### config.mk
export PLATFORM = sky130hd
export DESIGN_NAME = word_clk_detect
export DESIGN_NICKNAME = d
export VERILOG_FILES = /design/src/rtl/word_clk_detect.sv
export SDC_FILE = /design/constraint.sdc
export NUM_CORES = 1
export LEC_CHECK = 0
export BUFFER_PORTS_ARGS = -buffer_cell sky130_fd_sc_hd__buf_2
export CAP_MARGIN = 20
export CORE_MARGIN = 2
export CORE_UTILIZATION = 57
export CTS_CLUSTER_SIZE = 14
export DETAILED_ROUTE_END_ITERATION = 8
export GPL_TIMING_DRIVEN = 0
export PLACE_DENSITY = 0.83
export SYNTH_ARGS = -nofsm -noshare
export SYNTH_HDL_FRONTEND = slang
export SYNTH_SLANG_ARGS = --single-unit
export TNS_END_PERCENT = 100
### constraint.sdc
create_clock -name mclkin -period 3.5 [get_ports mclkin]
set_input_delay 0.7 -clock mclkin [delete_from_list [all_inputs] [get_ports mclkin]]
set_output_delay 0.7 -clock mclkin [all_outputs]
set_load 0.01 [all_outputs]
### src/rtl/word_clk_detect.sv
// Word clock receiver: synchronises word_clk_in, measures its period in mclkin cycles and qualifies lock.
// Optional high-time (duty) qualification when WCLK_DUTY_CHECK_EN is defined.
module word_clk_detect #(
    parameter int unsigned DIVCLK     = 256,
    parameter int unsigned TOL        = 2,
    parameter int unsigned LOCK_COUNT = 4,
    localparam int unsigned CW        = $clog2(DIVCLK) + 2
) (
    input  logic          mclkin,
    input  logic          reset,
    input  logic          word_clk_in,
    output logic          rise_strobe,
    output logic [CW-1:0] period,
    output logic          locked,
    output logic          period_err,
    output logic [7:0]    err_count,
    output logic          wclk_lost,
    output logic          duty_err
);

    localparam logic [CW-1:0] MAX = CW'(2 * DIVCLK);
    localparam logic [CW-1:0] LO  = CW'(DIVCLK - TOL);
    localparam logic [CW-1:0] HI  = CW'(DIVCLK + TOL);

    typedef enum logic [1:0] {IDLE, MEASURE, LOCKED} state_t;

    state_t        state, state_d;
    logic          s1, s2, s3;
    logic          rise_c;
    logic [CW-1:0] cnt;
    logic [CW-1:0] meas_c;
    logic          good_c;
    logic          timeout_c;
    logic          duty_bad_c;
    logic [3:0]    match_cnt, match_d;
    logic [CW-1:0] period_d;
    logic          locked_d, perr_d, derr_d, lost_d;

    assign rise_c    = s2 & ~s3;
    assign meas_c    = cnt + CW'(1);
    assign good_c    = (meas_c >= LO) && (meas_c <= HI);
    // A rise on the saturating cycle wins over the timeout.
    assign timeout_c = !rise_c && (cnt == MAX - CW'(1)) && (state != IDLE);

    // Synchroniser, edge flop and period counter
    always_ff @(posedge mclkin) begin
        if (reset) begin
            s1  <= 1'b0;
            s2  <= 1'b0;
            s3  <= 1'b0;
            cnt <= '0;
        end else begin
            s1 <= word_clk_in;
            s2 <= s1;
            s3 <= s2;
            if (rise_c)
                cnt <= '0;
            else if (cnt != MAX)
                cnt <= cnt + CW'(1);
        end
    end

`ifdef WCLK_DUTY_CHECK_EN
    localparam logic [CW-1:0] HLO = CW'(DIVCLK / 2 - TOL);
    localparam logic [CW-1:0] HHI = CW'(DIVCLK / 2 + TOL);

    logic          fall_c;
    logic [CW-1:0] hcnt;
    logic [CW-1:0] hmeas_c;

    assign fall_c     = ~s2 & s3;
    assign hmeas_c    = hcnt + CW'(1);
    assign duty_bad_c = fall_c && ((hmeas_c < HLO) || (hmeas_c > HHI));

    // High-time counter, restarted on every rise
    always_ff @(posedge mclkin) begin
        if (reset) begin
            hcnt     <= '0;
            duty_err <= 1'b0;
        end else begin
            duty_err <= derr_d;
            if (rise_c)
                hcnt <= '0;
            else if (hcnt != MAX)
                hcnt <= hcnt + CW'(1);
        end
    end
`else
    assign duty_bad_c = 1'b0;
    assign duty_err   = 1'b0;
`endif

    // Qualification FSM: next state and next output values
    always_comb begin
        state_d  = state;
        match_d  = match_cnt;
        period_d = period;
        locked_d = locked;
        perr_d   = 1'b0;
        derr_d   = 1'b0;
        lost_d   = wclk_lost;
        if (rise_c)
            lost_d = 1'b0;
        case (state)
            IDLE: begin
                if (rise_c)
                    state_d = MEASURE;
            end
            MEASURE: begin
                if (rise_c) begin
                    period_d = meas_c;
                    if (good_c) begin
                        match_d = match_cnt + 4'd1;
                        if (match_cnt == 4'(LOCK_COUNT - 1)) begin
                            locked_d = 1'b1;
                            state_d  = LOCKED;
                        end
                    end else begin
                        match_d = '0;
                        perr_d  = 1'b1;
                    end
                end else if (timeout_c) begin
                    lost_d   = 1'b1;
                    locked_d = 1'b0;
                    match_d  = '0;
                    state_d  = IDLE;
                end else if (duty_bad_c) begin
                    derr_d  = 1'b1;
                    match_d = '0;
                end
            end
            LOCKED: begin
                if (rise_c) begin
                    period_d = meas_c;
                    if (!good_c) begin
                        perr_d   = 1'b1;
                        locked_d = 1'b0;
                        match_d  = '0;
                        state_d  = MEASURE;
                    end
                end else if (timeout_c) begin
                    lost_d   = 1'b1;
                    locked_d = 1'b0;
                    match_d  = '0;
                    state_d  = IDLE;
                end else if (duty_bad_c) begin
                    derr_d   = 1'b1;
                    locked_d = 1'b0;
                    match_d  = '0;
                    state_d  = MEASURE;
                end
            end
            default: state_d = IDLE;
        endcase
    end

    // State and registered outputs; simultaneous errors count once
    always_ff @(posedge mclkin) begin
        if (reset) begin
            state       <= IDLE;
            match_cnt   <= '0;
            rise_strobe <= 1'b0;
            period      <= '0;
            locked      <= 1'b0;
            period_err  <= 1'b0;
            err_count   <= '0;
            wclk_lost   <= 1'b0;
        end else begin
            state       <= state_d;
            match_cnt   <= match_d;
            rise_strobe <= rise_c;
            period      <= period_d;
            locked      <= locked_d;
            period_err  <= perr_d;
            wclk_lost   <= lost_d;
            if ((perr_d || derr_d) && (err_count != 8'hFF))
                err_count <= err_count + 8'd1;
        end
    end

endmodule

==> flow_summary.json, run 1 <==
{
  "outcome": "complete, no violations",
  "p_int_uw": 666.7,
  "tns_ps": 0,
  "die_w_um": 64.78,
  "wl_per_cell_um": 13.61,
  "drc": 0,
  "drt_iter0_drc": 126,
  "total_leakage_power_nw": 0.9634,
  "multiInputGateArea_um2": 1165,
  "placed_cells": 324,
  "ctsHoldBuffers": 0,
  "fin_crit_sh": 0.8905,
  "finalWirelength_um": 4517,
  "grt_max_degree": 13,
  "vias": 1840,
  "core_um2": 3606,
  "power_switching_uw": 244.0,
  "syn_area_um2": 2106,
  "die_y_um": 64.78,
  "final.fill_count": 297,
  "path_clk_slew_ps": 80,
  "num_rows": 22,
  "antenna_found_initial": 0,
  "synth-seq-area-share": 0.3898,
  "dr.pass1.iters": 4,
  "hold_viol_final": 0,
  "tritoncts": "yes",
  "design.die.area_um2": 4196,
  "worstSetupPathType": "flop to flop",
  "clock_path_buffers": 2,
  "drv_cap": 0,
  "io_buffers": 23,
  "regArea_um2": 820.8,
  "cts.sinks": 41,
  "setup_violations": 0,
  "relSlewSlack": 0.4089,
  "synth-edff-count": 0,
  "final_cell_mix": "41 x dfxtp_1, 39 x nor2_1, 29 x buf_2, 15 x nand2_1, 12 x inv_1",
  "ir_drop_uv": 181.9,
  "area_growth_pct": 12.24,
  "h-tree-depth": 2,
  "layout.nets": 295,
  "ys_ff_latch": 41,
  "holdCritPathClass": "flop to flop",
  "clock_skew_ps": 6.076,
  "cts_resized": 0,
  "numCtsBuffers": 5,
  "boundaryPins": 26,
  "final_max_slew_viol_count": 0,
  "p_seq_frac": 0.538,
  "dp_hpwl_um": 3252,
  "start_kind": "flop",
  "final_common_cell": "dfxtp_1",
  "rsz0062_at_grt": "false",
  "overflow": 0,
  "combPwrFrac": 0.132,
  "initial_core_util": 0.5840,
  "grt_pass1_wl_um": 7672,
  "avgSynthCellArea_um2": 8.323,
  "async_reset_ff_frac": 0,
  "grt_usage": 0.2322,
  "required_ps": 3730,
  "fmax_mhz": 320.8,
  "cp.arrival_ps": 3340,
  "antennaDiodeCount": 0,
  "ant_nets": 0,
  "clk_latency_ps": 290,
  "synthCells": 253,
  "ys_types": 45,
  "final_cells": 332,
  "worst_slew_pin_slew_ps": 874.3,
  "synth-main-ff-cell": "dfxtp_1",
  "ys_warn_count": 0,
  "cts-root-buf": "clkbuf_8",
  "gp_congestion": 0.9100,
  "cp_max_fo": 8,
  "layout-drive-gt1-share": 0.1408,
  "endpoint_kind": "flop",
  "routed_via_density": 5.542,
  "post_cts_buffers": 0,
  "swShare": 0.2680,
  "mappedNetlistNets": 265,
  "min_period_ps": 3117,
  "clockPowerShare": 0.330,
  "power.density_nw_per_um2": 385.3,
  "grt_pass1_vias": 1727
}
## worst max-delay path, stage by stage (launching register included)
cell	delay (ps)
dfxtp_1	360
clkbuf_1	360
inv_1	120
ha_1	390
a21o_1	180
o22a_1	170
a2111o_1	530
a211o_1	340
a311oi_2	370
mux2i_1	220
## area by class of cell
cell class,count,area share
repair buffers,23,0.04870
flip-flops and latches,41,0.3473
clock inverters,2,0.004235
plain buffers,16,0.03176
clock buffers,6,0.03070
multi-input cells,184,0.4929
inverters,12,0.01906
well taps,48,0.02541
## Yosys cell counts, types with 2 or more instances
master,number,area share
dfxtp_1,41,0.39
nor2_1,39,0.070
nand2_1,15,0.027
inv_1,12,0.021
a211oi_1,11,0.039
nand3_1,11,0.026
a21oi_1,9,0.021
ha_1,9,0.053
xor2_1,9,0.037
clkbuf_1,8,0.014
o21ai_0,7,0.017
buf_2,6,0.014
nand4_1,6,0.018
nor2b_1,6,0.018
nor3_1,6,0.014
and2_1,5,0.015
mux2i_1,5,0.024
o21a_1,5,0.018
xnor2_1,5,0.021
and3_1,4,0.012
nand2b_1,3,0.0089
a211o_1,2,0.0083
a21o_1,2,0.0071
buf_4,2,0.0071
nor3b_1,2,0.0071
nor4b_1,2,0.0083
o22ai_1,2,0.0059
or3_1,2,0.0059
## logic make-up (layout without fill, tap and decap cells)
family,count (synthesis),count (layout),share of synthesized area
simple gates,105,105,0.2448
flops,41,41,0.3898
xor+xnor,14,14,0.05823
fa+ha+maj,9,9,0.05348
other cells,1,1,0.001781
compound gates,50,50,0.1711
mux,5,5,0.02377
buf+inv,28,59,0.05704
## flip-flops by register name, summed over array words and instances, names as in the netlist
| register | cells |
|---|---|
| s3 | 1 |
| err_count | 8 |
| s2 | 1 |
| period | 10 |
| s1 | 1 |
| match_cnt | 4 |
| rise_strobe | 1 |
| locked | 1 |
| period_err | 1 |
| cnt | 10 |
| state | 2 |
| wclk_lost | 1 |
## final timing paths
kind                       startpoint                endpoint  slack (ps)  depth (start not counted)
setup / recovery  cnt[0]$_SDFFE_PP0P_   state[0]$_SDFFE_PP0P_         380                          9
hold / removal          s3$_SDFF_PP0_  rise_strobe$_SDFF_PP0_         450                          1
setup reg to reg  cnt[0]$_SDFFE_PP0P_   state[0]$_SDFFE_PP0P_         380                          9
hold reg to reg         s3$_SDFF_PP0_  rise_strobe$_SDFF_PP0_         450                          1
## routing by layer
| layer | GRT usage | wire length, µm | vias to the layer above |
|---|---|---|---|
| met3 | 0.06076 | 225 | 7 |
| li1 | - | - | 934 |
| met4 | 0.1090 | 63 | 0 |
| met1 | 0.2950 | 2076 | 850 |
| met5 | 0 | 0 | - |
| met2 | 0.3660 | 2151 | 49 |
## power groups by stage
stage / Sequential [mW] / Combinational [mW] / Clock [mW]
CTS: 0.490 / 0.119 / 0.306
global route: 0.492 / 0.136 / 0.328
finish: 0.490 / 0.120 / 0.301
floorplan: 0.502 / 0.0861 / 0
global placement: 0.500 / 0.115 / 0
detailed placement: 0.501 / 0.117 / 0
## stage by stage
stage,setup slack (ps),power [mW],area (µm²),hold slack [ps],utilization
2_1_floorplan,856.4,0.5881,2106,405.9,-
6_report,383.2,0.9107,2364,453.6,0.6554
4_1_cts,409.1,0.9152,2364,440.0,0.6554
5_1_grt,174.4,0.9561,2364,463.2,0.6554
3_5_place_dp,436.5,0.6185,2281,433.8,0.6325
3_3_place_gp,477.0,0.6151,2281,420.0,0.6325
No activity file was read; power rests on OpenSTA's default activity.
==> run 2, diff against run 1 <==
Settings changed: CORE_UTILIZATION 57 to 60, CTS_BUF_LIST set to sky130_fd_sc_hd__clkbuf_2, PLACE_DENSITY 0.83 to 0.86.
==> flow_summary.json, run 2 (synthesized netlist as in run 1, its figures left out) <==
{
  "cp.arrival_ps": 3430,
  "drc": 0,
  "min_period_ps": 3079,
  "ant_nets": 0,
  "power_uw": 873.9,
  "dr_wl_met3_um": 287,
  "outcome": "complete, no violations",
  "io_buffers": 23,
  "stdcell_area_um2": 2338,
  "whs_ps": 462.7,
  "post_cts_buffers": 0,
  "routed_via_density": 5.693,
  "path_clk_slew_ps": 200,
  "die_y_um": 63.24,
  "grt_usage": 0.2407,
  "grt_pass1_wl_um": 7638,
  "antennaDiodeCount": 0,
  "cts.sinks": 41,
  "cts-root-buf": "clkbuf_2",
  "hold_viol_final": 0,
  "final_common_cell": "dfxtp_1",
  "tritoncts": "yes",
  "start_kind": "flop",
  "tns_ps": 0,
  "power.density_nw_per_um2": 373.7,
  "cp_max_fo": 8,
  "setup_violations": 0,
  "die_w_um": 63.24,
  "numCtsBuffers": 5,
  "gp_congestion": 0.9321,
  "rsz0062_at_grt": "false",
  "clock_skew_ps": 19.78,
  "boundaryPins": 26,
  "drv_cap": 0,
  "num_rows": 21,
  "layout.nets": 295,
  "required_ps": 3850,
  "final_cells": 329,
  "placed_cells": 322,
  "drt_iter0_drc": 107,
  "final_cell_mix": "41 x dfxtp_1, 39 x nor2_1, 29 x buf_2, 15 x nand2_1, 12 x inv_1",
  "relSlewSlack": 0.3765,
  "final_max_slew_viol_count": 0,
  "worst_slew_pin_slew_ps": 922.2,
  "wl_per_cell_um": 13.50,
  "finalWirelength_um": 4442,
  "antenna_found_initial": 0,
  "area_growth_pct": 11.05,
  "fin_crit_sh": 0.8799,
  "core_um2": 3363,
  "clk_latency_ps": 400,
  "initial_core_util": 0.6261,
  "vias": 1873,
  "ir_drop_uv": 190.7,
  "design.die.area_um2": 3999,
  "ctsHoldBuffers": 0,
  "grt_max_degree": 13,
  "reg_top3": "cnt: 10 flops, period: 10 flops, err_count: 8 flops",
  "placed_area_um2": 2278,
  "h-tree-depth": 2,
  "layout-drive-gt1-share": 0.1413,
  "worstSetupPathType": "flop to flop",
  "dr_wl_met2_um": 2072,
  "dr.max_layer_used": "met4",
  "dr.pass1.iters": 4,
  "holdCritPathClass": "flop to flop",
  "endpoint_kind": "flop",
  "drt-met1-wl_um": 1989,
  "overflow": 0,
  "fmax_mhz": 324.7,
  "total_leakage_power_nw": 0.9572,
  "grt_pass1_vias": 1707,
  "clock_path_buffers": 2,
  "cts_resized": 0,
  "dp_hpwl_um": 3207
}
==> run 2: cell count changes in the layout (fill, tap and decap cells not counted), sizes merged <==
cell    before  now
clkinv       2    1
bufinv       0    1
clkbuf      14   13
==> run 2: final timing paths <==
kind / start / endpoint / slack (ps) / depth (start not counted)
setup reg to reg: cnt[0]$_SDFFE_PP0P_ / state[0]$_SDFFE_PP0P_ / 420 / 9
hold reg to reg: s1$_SDFF_PP0_ / s2$_SDFF_PP0_ / 460 / 1
setup / recovery: cnt[0]$_SDFFE_PP0P_ / state[0]$_SDFFE_PP0P_ / 420 / 9
hold / removal: s1$_SDFF_PP0_ / s2$_SDFF_PP0_ / 460 / 1
==> run 2: metal layers <==
layer / up-vias / GRT usage
met2: 61 / 0.3936
met3: 11 / 0.05893
met1: 864 / 0.2989
met4: 0 / 0.1114
met5: - / 0
li1: 937 / -
==> run 2: final cells by class <==
type / count / area (µm²)
plain buffers: 16 / 75.07
clock buffers: 5 / 25.02
clock inverters: 2 / 35.03
fillers: 293 / 1025
inverters: 12 / 45.04
multi-input cells: 184 / 1165
flip-flops and latches: 41 / 820.8
well taps: 46 / 57.56
repair buffers: 23 / 115.1
==> run 2: metrics by stage <==
step                setup slack, ps    util
global placement              532.2  0.6775
CTS                           481.8  0.6953
finish                        420.5  0.6953
detailed placement            518.3  0.6775
global route                  168.6  0.6953
floorplan                     856.4       -
==> run 2: worst max-delay path, stage by stage, from the launching register on <==
cell and delay [ps]:
dfxtp_1 400, clkbuf_1 350, inv_1 120, ha_1 370, a21o_1 180, o22a_1 170, a2111o_1 540, a211o_1 350
a311oi_2 360, mux2i_1 210
==> run 2: where the power goes <==
part	total (mW)	internal [mW]	switching (mW)	leakage, nW
clock	0.263	0.116	0.147	0.0388
sequential	0.492	0.481	0.0112	0.332
combinational	0.118	0.0485	0.0697	0.587
